==> src/rtl/decode_pkg.sv <==
// Shared CPU package for the decode stage.
// Holds the opcode-class enum, the immediate-format enum, the RV32I major
// opcode constants, the bubble instruction word and the pipeline bundle
// type carried in the decode/execute register.
package decode_pkg;

  // Opcode classes reported to execute.
  typedef enum logic [3:0] {
    OP_LUI     = 4'd0,
    OP_AUIPC   = 4'd1,
    OP_JAL     = 4'd2,
    OP_JALR    = 4'd3,
    OP_BRANCH  = 4'd4,
    OP_LOAD    = 4'd5,
    OP_STORE   = 4'd6,
    OP_OPIMM   = 4'd7,
    OP_OP      = 4'd8,
    OP_FENCE   = 4'd9,
    OP_SYSTEM  = 4'd10,
    OP_ILLEGAL = 4'd11
  } op_t;

  // Immediate layouts; IMM_NONE yields zero.
  typedef enum logic [2:0] {
    IMM_NONE = 3'd0,
    IMM_I    = 3'd1,
    IMM_S    = 3'd2,
    IMM_B    = 3'd3,
    IMM_U    = 3'd4,
    IMM_J    = 3'd5
  } imm_fmt_t;

  // RV32I major opcodes (instr[6:0]).
  localparam logic [6:0] OPC_LUI    = 7'b0110111;
  localparam logic [6:0] OPC_AUIPC  = 7'b0010111;
  localparam logic [6:0] OPC_JAL    = 7'b1101111;
  localparam logic [6:0] OPC_JALR   = 7'b1100111;
  localparam logic [6:0] OPC_BRANCH = 7'b1100011;
  localparam logic [6:0] OPC_LOAD   = 7'b0000011;
  localparam logic [6:0] OPC_STORE  = 7'b0100011;
  localparam logic [6:0] OPC_OPIMM  = 7'b0010011;
  localparam logic [6:0] OPC_OP     = 7'b0110011;
  localparam logic [6:0] OPC_FENCE  = 7'b0001111;
  localparam logic [6:0] OPC_SYSTEM = 7'b1110011;

  // addi x0,x0,0
  localparam logic [31:0] NOP_INSTR_DEFAULT = 32'h0000_0013;

  // Contents of the decode/execute pipeline register.
  typedef struct packed {
    logic        valid;
    logic [31:0] instr;
    logic [31:0] pc;
    op_t         op;
    logic [4:0]  rd;
    logic [4:0]  rs1;
    logic [4:0]  rs2;
    logic [2:0]  funct3;
    logic        funct7b5;
    logic [31:0] imm;
    logic        we;
    logic        illegal;
  } dec_bundle_t;

  // Classes that write a destination register (before the rd != 0 check).
  function automatic logic op_writes_rd(input op_t op);
    logic w;
    case (op)
      OP_LUI, OP_AUIPC, OP_JAL, OP_JALR,
      OP_LOAD, OP_OPIMM, OP_OP: w = 1'b1;
      default:                  w = 1'b0;
    endcase
    return w;
  endfunction

endpackage

==> src/rtl/decode_imm_gen.sv <==
// imm_gen: combinational immediate extraction.
// Ports:
//   instr - raw 32-bit instruction word
//   fmt   - immediate layout selected by the decoder
//   imm   - sign-extended byte-offset immediate (zero for IMM_NONE)
module imm_gen
  import decode_pkg::*;
(
  input  logic [31:0] instr,
  input  imm_fmt_t    fmt,
  output logic [31:0] imm
);

  // Reassemble the scattered immediate bits; instr[31] is always the sign.
  always_comb begin
    imm = 32'h0000_0000;
    case (fmt)
      IMM_I:   imm = {{20{instr[31]}}, instr[31:20]};
      IMM_S:   imm = {{20{instr[31]}}, instr[31:25], instr[11:7]};
      IMM_B:   imm = {{19{instr[31]}}, instr[31], instr[7], instr[30:25],
                      instr[11:8], 1'b0};
      IMM_U:   imm = {instr[31:12], 12'h000};
      IMM_J:   imm = {{11{instr[31]}}, instr[31], instr[19:12], instr[20],
                      instr[30:21], 1'b0};
      default: imm = 32'h0000_0000;
    endcase
  end

endmodule

==> src/rtl/decode.sv <==
// decode: RV32I decode stage, one pipeline register deep.
// Decodes fetch_dec_* combinationally and registers the result, so every
// output is valid one cycle after the instruction is presented.
// Ports:
//   clk, rst          - clock; synchronous active-high reset
//   fetch_dec_instr   - instruction word from fetch
//   fetch_dec_pc      - word-addressed PC+1 from fetch
//   fetch_dec_valid   - fetch carries a real instruction
//   stall             - hold the output register
//   flush             - replace the output register with a bubble
//   dec_ex_*          - registered decoded bundle for execute
module decode
  import decode_pkg::*;
#(
  parameter logic [31:0] NOP_INSTR = NOP_INSTR_DEFAULT
) (
  input  logic        clk,
  input  logic        rst,
  input  logic [31:0] fetch_dec_instr,
  input  logic [31:0] fetch_dec_pc,
  input  logic        fetch_dec_valid,
  input  logic        stall,
  input  logic        flush,
  output logic        dec_ex_valid,
  output logic [31:0] dec_ex_instr,
  output logic [31:0] dec_ex_pc,
  output op_t         dec_ex_op,
  output logic [4:0]  dec_ex_rd,
  output logic [4:0]  dec_ex_rs1,
  output logic [4:0]  dec_ex_rs2,
  output logic [2:0]  dec_ex_funct3,
  output logic        dec_ex_funct7b5,
  output logic [31:0] dec_ex_imm,
  output logic        dec_ex_we,
  output logic        dec_ex_illegal
);

  op_t         op_s;
  imm_fmt_t    fmt_s;
  logic [31:0] imm_s;
  dec_bundle_t dec_s;
  dec_bundle_t bubble_s;
  dec_bundle_t bundle_r;

  // Classify the opcode and pick its immediate layout.
  always_comb begin
    op_s  = OP_ILLEGAL;
    fmt_s = IMM_NONE;
    if (fetch_dec_instr[1:0] != 2'b11) begin
      op_s  = OP_ILLEGAL;
      fmt_s = IMM_NONE;
    end else begin
      case (fetch_dec_instr[6:0])
        OPC_LUI:    begin op_s = OP_LUI;     fmt_s = IMM_U;    end
        OPC_AUIPC:  begin op_s = OP_AUIPC;   fmt_s = IMM_U;    end
        OPC_JAL:    begin op_s = OP_JAL;     fmt_s = IMM_J;    end
        OPC_JALR:   begin op_s = OP_JALR;    fmt_s = IMM_I;    end
        OPC_BRANCH: begin op_s = OP_BRANCH;  fmt_s = IMM_B;    end
        OPC_LOAD:   begin op_s = OP_LOAD;    fmt_s = IMM_I;    end
        OPC_STORE:  begin op_s = OP_STORE;   fmt_s = IMM_S;    end
        OPC_OPIMM:  begin op_s = OP_OPIMM;   fmt_s = IMM_I;    end
        OPC_OP:     begin op_s = OP_OP;      fmt_s = IMM_NONE; end
        OPC_FENCE:  begin op_s = OP_FENCE;   fmt_s = IMM_NONE; end
        OPC_SYSTEM: begin op_s = OP_SYSTEM;  fmt_s = IMM_NONE; end
        default:    begin op_s = OP_ILLEGAL; fmt_s = IMM_NONE; end
      endcase
    end
  end

  imm_gen u_imm_gen (
    .instr (fetch_dec_instr),
    .fmt   (fmt_s),
    .imm   (imm_s)
  );

  // Assemble the decoded bundle for a real instruction.
  always_comb begin
    dec_s          = '0;
    dec_s.valid    = 1'b1;
    dec_s.instr    = fetch_dec_instr;
    dec_s.pc       = fetch_dec_pc;
    dec_s.op       = op_s;
    dec_s.rd       = fetch_dec_instr[11:7];
    dec_s.rs1      = fetch_dec_instr[19:15];
    dec_s.rs2      = fetch_dec_instr[24:20];
    dec_s.funct3   = fetch_dec_instr[14:12];
    dec_s.funct7b5 = fetch_dec_instr[30];
    dec_s.imm      = imm_s;
    // x0 writes are dropped here so execute never has to check rd.
    dec_s.we       = op_writes_rd(op_s) && (fetch_dec_instr[11:7] != 5'd0);
    dec_s.illegal  = (op_s == OP_ILLEGAL);
  end

  // Bubble: every field cleared so nothing stale survives a kill.
  always_comb begin
    bubble_s       = '0;
    bubble_s.instr = NOP_INSTR;
    bubble_s.op    = OP_OPIMM;
  end

  // Pipeline register; priority rst > flush > stall > load.
  always_ff @(posedge clk) begin
    if (rst) begin
      bundle_r <= bubble_s;
    end else if (flush) begin
      bundle_r <= bubble_s;
    end else if (stall) begin
      bundle_r <= bundle_r;
    end else if (fetch_dec_valid) begin
      bundle_r <= dec_s;
    end else begin
      bundle_r <= bubble_s;
    end
  end

  assign dec_ex_valid    = bundle_r.valid;
  assign dec_ex_instr    = bundle_r.instr;
  assign dec_ex_pc       = bundle_r.pc;
  assign dec_ex_op       = bundle_r.op;
  assign dec_ex_rd       = bundle_r.rd;
  assign dec_ex_rs1      = bundle_r.rs1;
  assign dec_ex_rs2      = bundle_r.rs2;
  assign dec_ex_funct3   = bundle_r.funct3;
  assign dec_ex_funct7b5 = bundle_r.funct7b5;
  assign dec_ex_imm      = bundle_r.imm;
  assign dec_ex_we       = bundle_r.we;
  assign dec_ex_illegal  = bundle_r.illegal;

endmodule

==> config.mk <==
export PLATFORM = sky130hd
export DESIGN_NAME = decode
export DESIGN_NICKNAME = d
export VERILOG_FILES = /design/src/rtl/decode_pkg.sv /design/src/rtl/decode_imm_gen.sv /design/src/rtl/decode.sv
export SDC_FILE = /design/constraint.sdc
export NUM_CORES = 1
export LEC_CHECK = 0
export CORE_ASPECT_RATIO = 0.7
export CORE_MARGIN = 4
export CORE_UTILIZATION = 25
export CTS_CLUSTER_DIAMETER = 30
export DETAILED_ROUTE_END_ITERATION = 10
export DONT_BUFFER_PORTS = 1
export HOLD_SLACK_MARGIN = 0.05
export PLACE_DENSITY = 0.47
export SLEW_MARGIN = 40
export SYNTH_ARGS = -nofsm -noshare
export SYNTH_HDL_FRONTEND = slang
export SYNTH_SLANG_ARGS = --single-unit
==> constraint.sdc <==
create_clock -name clk -period 2.5 [get_ports clk]
set_input_delay 0.75 -clock clk [delete_from_list [all_inputs] [get_ports clk]]
set_output_delay 0.75 -clock clk [all_outputs]
set_load 0.05 [all_outputs]
==> After elaboration in Yosys (flattened, before gate mapping) <==
Cells that the tools add are included.
Widths: inputs -> output; s select.
{ "totals": {"word_cells": 50, "out_inout_bits": 122, "reg_bits": 122, "input_bits": 69} }
{ "op_classes": {"n_eq_ne": 24, "reduce_logical": 7, "n_mux": 7} }
{ "op_table": {"columns": ["operator", "count"], "rows": [
  ["$pmux 32 s5", 1],
  ["$mux 122", 1],
  ["$pmux 4 s11", 1],
  ["$eq 7x7->1 const B", 4],
  ["$eq 7x6->1 const B", 3],
  ["$pmux 3 s5", 1],
  ["$eq 7x5->1 const B", 2],
  ["$eq 4x2->1 const B", 2],
  ["$eq 4x3->1 const B", 2],
  ["$eq 4x4->1 const B", 2],
  ["$eq 7x2->1 const B", 1],
  ["$eq 7x4->1 const B", 1],
  ["$reduce_or 7->1", 1],
  ["$eq 3x2->1 const B", 2],
  ["$eq 3x3->1 const B", 2],
  ["$reduce_bool 5->1", 1],
  ["$eq 4x1->1 const B", 1],
  ["$logic_not 4->1", 1],
  ["$mux 4", 1],
  ["$reduce_or 2->1", 2],
  ["$eq 3x1->1 const B", 1],
  ["$mux 3", 1],
  ["$reduce_or 3->1", 1],
  ["$ne 2x2->1 const B", 1],
  ["2 further kinds", 2]
]} }

==> Longest topological paths before layout <==
{ "depth": {"word_depth": 8, "depth_mapped": 8, "depth_no_buf": 5} }

==> Hierarchy <==
From an unflattened synthesis, not the netlist that was laid out.
{ "hier_totals": {"hier_cells": 481, "hier_area_um2": 4214.0} }
{ "by_module_without_submodules": {"columns": ["mod", "instances", "area_per_inst_um2", "seq_area_each_um2", "cells_each"], "rows": [
  ["decode", 1, 3823.7, 2062.0, 415],
  ["imm_gen", 1, 390.4, 0.0, 66]
]} }

==> Worst setup path before layout <==
OpenSTA, ideal clock, no wires.
{ "synth_path": {"kind": "input-to-reg", "start": "in fetch_dec_instr[6]", "end": "reg bundle_r (netlist bit dec_ex_imm[11])", "arrival_time_ns": 2.006, "setup_slack_ns": 0.377, "required_time_ns": 2.383, "setup_time_ns": 0.117, "path_buffers": 2, "stages": 7, "path_cell_list": "buf_2 and4b_1 o211a_1 buf_2 a22o_1 a32o_1 a22o_1"} }
{ "synth_via": {"elab_chain_len": 7, "word_cells_on_any_way": 19, "cone_classes": "13 x eq/ne; 4 x mux; 2 x reduce/logical"} }
{ "synth_rtl": {"columns": ["item", "line", "source"], "rows": [
  ["from (decl)", "decode.sv:19", "input logic [31:0] fetch_dec_instr,"],
  ["$eq 7x5->1 (tied with other cells)", "decode.sv:53", "case (fetch_dec_instr[6:0])"],
  ["$reduce_or 3->1 (no source line) / $reduce_or 2->1 (equally long branches)", null, null],
  ["$pmux 3 s5 *", "decode.sv:53", null],
  ["$mux 3 *", "decode.sv:49", "if (fetch_dec_instr[1:0] != 2'b11) begin"],
  ["$eq 3x3->1 (tied with other cells)", "decode_imm_gen.sv:17", "case (fmt)"],
  ["$pmux 32 s5 *", "decode_imm_gen.sv:17", null],
  ["$mux 122 *", "decode.sv:109", "end else if (fetch_dec_valid) begin"],
  ["to (signal assigned)", "decode.sv:108", "bundle_r <= bundle_r;"],
  ["to (signal assigned)", "decode.sv:110", "bundle_r <= dec_s;"],
  ["to (signal assigned)", "decode.sv:112", "bundle_r <= bubble_s;"],
  ["to (decl)", "decode.sv:43", "dec_bundle_t bundle_r;"]
]} }
Mark *: on every way between the ends. The rest lies on a longest branch, timed or not.
A chain may end at the register's enable or synchronous reset.

==> Worst setup path in the final report <==
{ "layout_path": {"start": "in fetch_dec_instr[0]", "end": "reg bundle_r (netlist bit dec_ex_imm[6])"} }
{ "layout_via": {"elab_chain_len": 7, "word_cells_on_any_way": 20, "cone_classes": "14 x eq/ne; 4 x mux; 2 x reduce/logical"} }
{ "layout_rtl": {"columns": ["item", "line"], "rows": [
  ["$eq 7x5->1 (tied with other cells)", "decode.sv:53"],
  ["$reduce_or 3->1 (no source line) / $reduce_or 2->1 (equally long branches)", null],
  ["$pmux 3 s5", "decode.sv:53"],
  ["$mux 3 *", "decode.sv:49"],
  ["$eq 3x3->1 (tied with other cells)", "decode_imm_gen.sv:17"],
  ["$pmux 32 s5 *", "decode_imm_gen.sv:17"],
  ["$mux 122 *", "decode.sv:109"]
]} }
Marked as above.

==> impl_metrics.ini <==
[status]
status = complete, no violations

[critical_path]
crit_type = in -> reg
endpoint_kind = flop
crit_slowest_cell = or4_4
path_buf_inv = 1
critPathMaxStageDelay_ns = 0.59
cp_max_fo = 6
critical_path.top_delay_family = simple AND/OR/NAND/NOR gates
start_kind = input pin
worst_ep_arrival_time_ns = 2.10
crit_chain = nand2_1 -> or4_4 -> a21oi_1 -> buf_4 -> a22oi_1 -> nor2_1
crit_required_ns = 2.78

[sta]
hold_viol = 0
relSlewSlack_pct = 58.6
fmax_mhz = 548
fin_skew_ns = 0
setup_viol = 0
fin_hold_ws_ns = 0.514
drv_slew = 0
rsz0062_at_grt = no
setup_tns_ns = 0
period_share_pct = 72.9
fin_crit_ns = 1.82
max_slew.worst_pin.slew_ns = 0.619

[floorplanning]
die_area_sq_um = 18200
io_pins = 191
fp.dieW_um = 159
dieHeight_um = 114
coreArea_sq_um = 15600
initial_utilization_pct = 25.7
rows = 38

[logic_synthesis]
synth_top_area_cell = dfxtp_1
synth.distinct_cells = 42
synth_edf_count = 0
ys_warn_count = 0
syn_nets = 501
avgSynthCellArea_sq_um = 9.28
synth_top_area_share_pct = 51.4
synth_common_cells = 103 x dfxtp_1, 78 x a22oi_1, 76 x nor2_1
yosysMostFrequentCell = dfxtp_1
syn-instance-count = 432
ys_ff_latch = 103
synth_ff_type = dfxtp_1
async_flop_share_pct = 0
synth-seq-area-share_pct = 51.4
synth_area_sq_um = 4010
synth_area_leaders = dfxtp_1 51%, a22oi_1 15%, nor2_1 7.1%

[routing]
ant_nets = 0
drc = 0
drt_iter0_markers = 396
viasPerCell = 5.14
first_pass_iters = 4
wire_per_inst_um = 19.6
route.vias.total = 3195
totalWireLength_um = 12200

[hold_path]
holdCritPathClass = reg -> reg

[clock_tree]
numCtsBuffers = 9
root_buffer = clkbuf_16
cts_resized = 0
ctsHoldBuffers = 0
path_clk_slew_ns = 0.07
cts_buffer_depth = 2
htree_num_levels = 3
cts_tree = yes
post_cts_buffers = 0
clock-sinks = 103
insertion_delay_ns = 0.35

[final_layout]
final_nets = 486
area_growth_pct = 12.0
diodes = 0
seq_area_sq_um = 2060
drive_gt1_share_pct = 12.1
fillers = 1631
multi_input_area_sq_um = 1640

[pwr]
power_density_nw_per_um2 = 735
combPwrFrac_pct = 6.2
p_switching_uw = 858
p_clk_share_pct = 41.2
p_leak_uw = 0.00167
max-vdd-ir-drop_mv = 0.257
switching_share_pct = 26.0
power.total_uw = 3300
p_int_uw = 2440
p_seq_share_pct = 52.7

[grt]
grt_usage_pct = 13.2
grt_pass1_vias = 3112
overflow = 0
grt_pass1_wl_um = 18600
grt_max_degree = 84
antenna_found_initial = 0

[placement]
dpl.hpwl_um = 8720
gp_congestion = 0.742
numPortBuffers = 0

[job]
cap_violations = 0
[metrics by stage]
| step | util [%] | cells | worst slack (ns) | area, sq um |
|---|---|---|---|---|
| final | 28.8 | 622 | 0.676 | 4490 |
| after global routing | 28.8 | 622 | 0.618 | 4490 |
| after detailed placement | 27.0 | 606 | 0.335 | 4210 |
| after CTS | 28.8 | 622 | 0.660 | 4490 |
| after floorplan | - | 432 | 0.377 | 4010 |
| after global placement | 27.0 | 606 | 0.359 | 4210 |
[cell usage in the layout, fill, tap and decap left out, types with 6 or more instances in the layout]
cell,instances
dfxtp_1,103
a22oi_1,78
nor2_1,76
buf_4,30
a22o_1,19
a21oi_1,18
nand2_1,16
clkbuf_16,9
a21o_1,8
o22ai_1,7
nand3_1,6
[layer usage]
metal	share of wire [%]	vias to the layer above	track usage, %
met5	0	-	0
met4	1.4	0	3.87
met3	9.7	14	6.50
met2	43	141	19.6
met1	46	1519	17.1
li1	-	1521	-
[cells by family after synthesis]
family / after synthesis / share of synthesized area [%]
AOI/OAI and AO/OA: 147 / 27.1
buffers and inverters: 60 / 7.83
DFF: 103 / 51.4
muxes: 1 / 0.250
and+or+nand+nor: 121 / 13.4
[tightest hold or removal path: stages, from the launching register on]
cell,delay [ns]
dfxtp_1,0.33
a22oi_1,0.08
nor2_1,0.07
[worst paths after layout]
path	startpoint	end	slack, ns	cells past startpoint
worst min-delay path	dec_ex_instr[11]$_SDFFE_PP0N_	dec_ex_instr[11]$_SDFFE_PP0N_	0.51	2
worst min register to register	dec_ex_instr[11]$_SDFFE_PP0N_	dec_ex_instr[11]$_SDFFE_PP0N_	0.51	2
worst max register to register	dec_ex_op[3]$_SDFFE_PP0N_	dec_ex_op[3]$_SDFFE_PP0N_	1.38	2
worst max-delay path	fetch_dec_instr[0]	dec_ex_imm[6]$_SDFFE_PP0N_	0.68	6
[power groups by stage]
stage	sequential (uW)	combinational (uW)	clock, uW
after floorplan	1800	176	0
after global placement	1780	202	0
after detailed placement	1780	206	0
after CTS	1740	207	1410
after global routing	1740	225	1470
final	1740	204	1360
[sequential cells by signal, summed over array words and instances, names as in the netlist]
signal          cells
dec_ex_illegal      1
dec_ex_imm         32
dec_ex_instr       32
dec_ex_op           4
dec_ex_pc          32
dec_ex_valid        1
dec_ex_we           1
[area by class of cell]
class	instances	area share, %
well taps	200	5.57
multi-input cells	269	36.5
repair buffers	31	5.46
inverters	3	0.251
clock buffers	11	5.41
flip-flops and latches	103	45.9
clock inverters	5	0.864
Note: power is estimated with default switching activity, not from simulation.
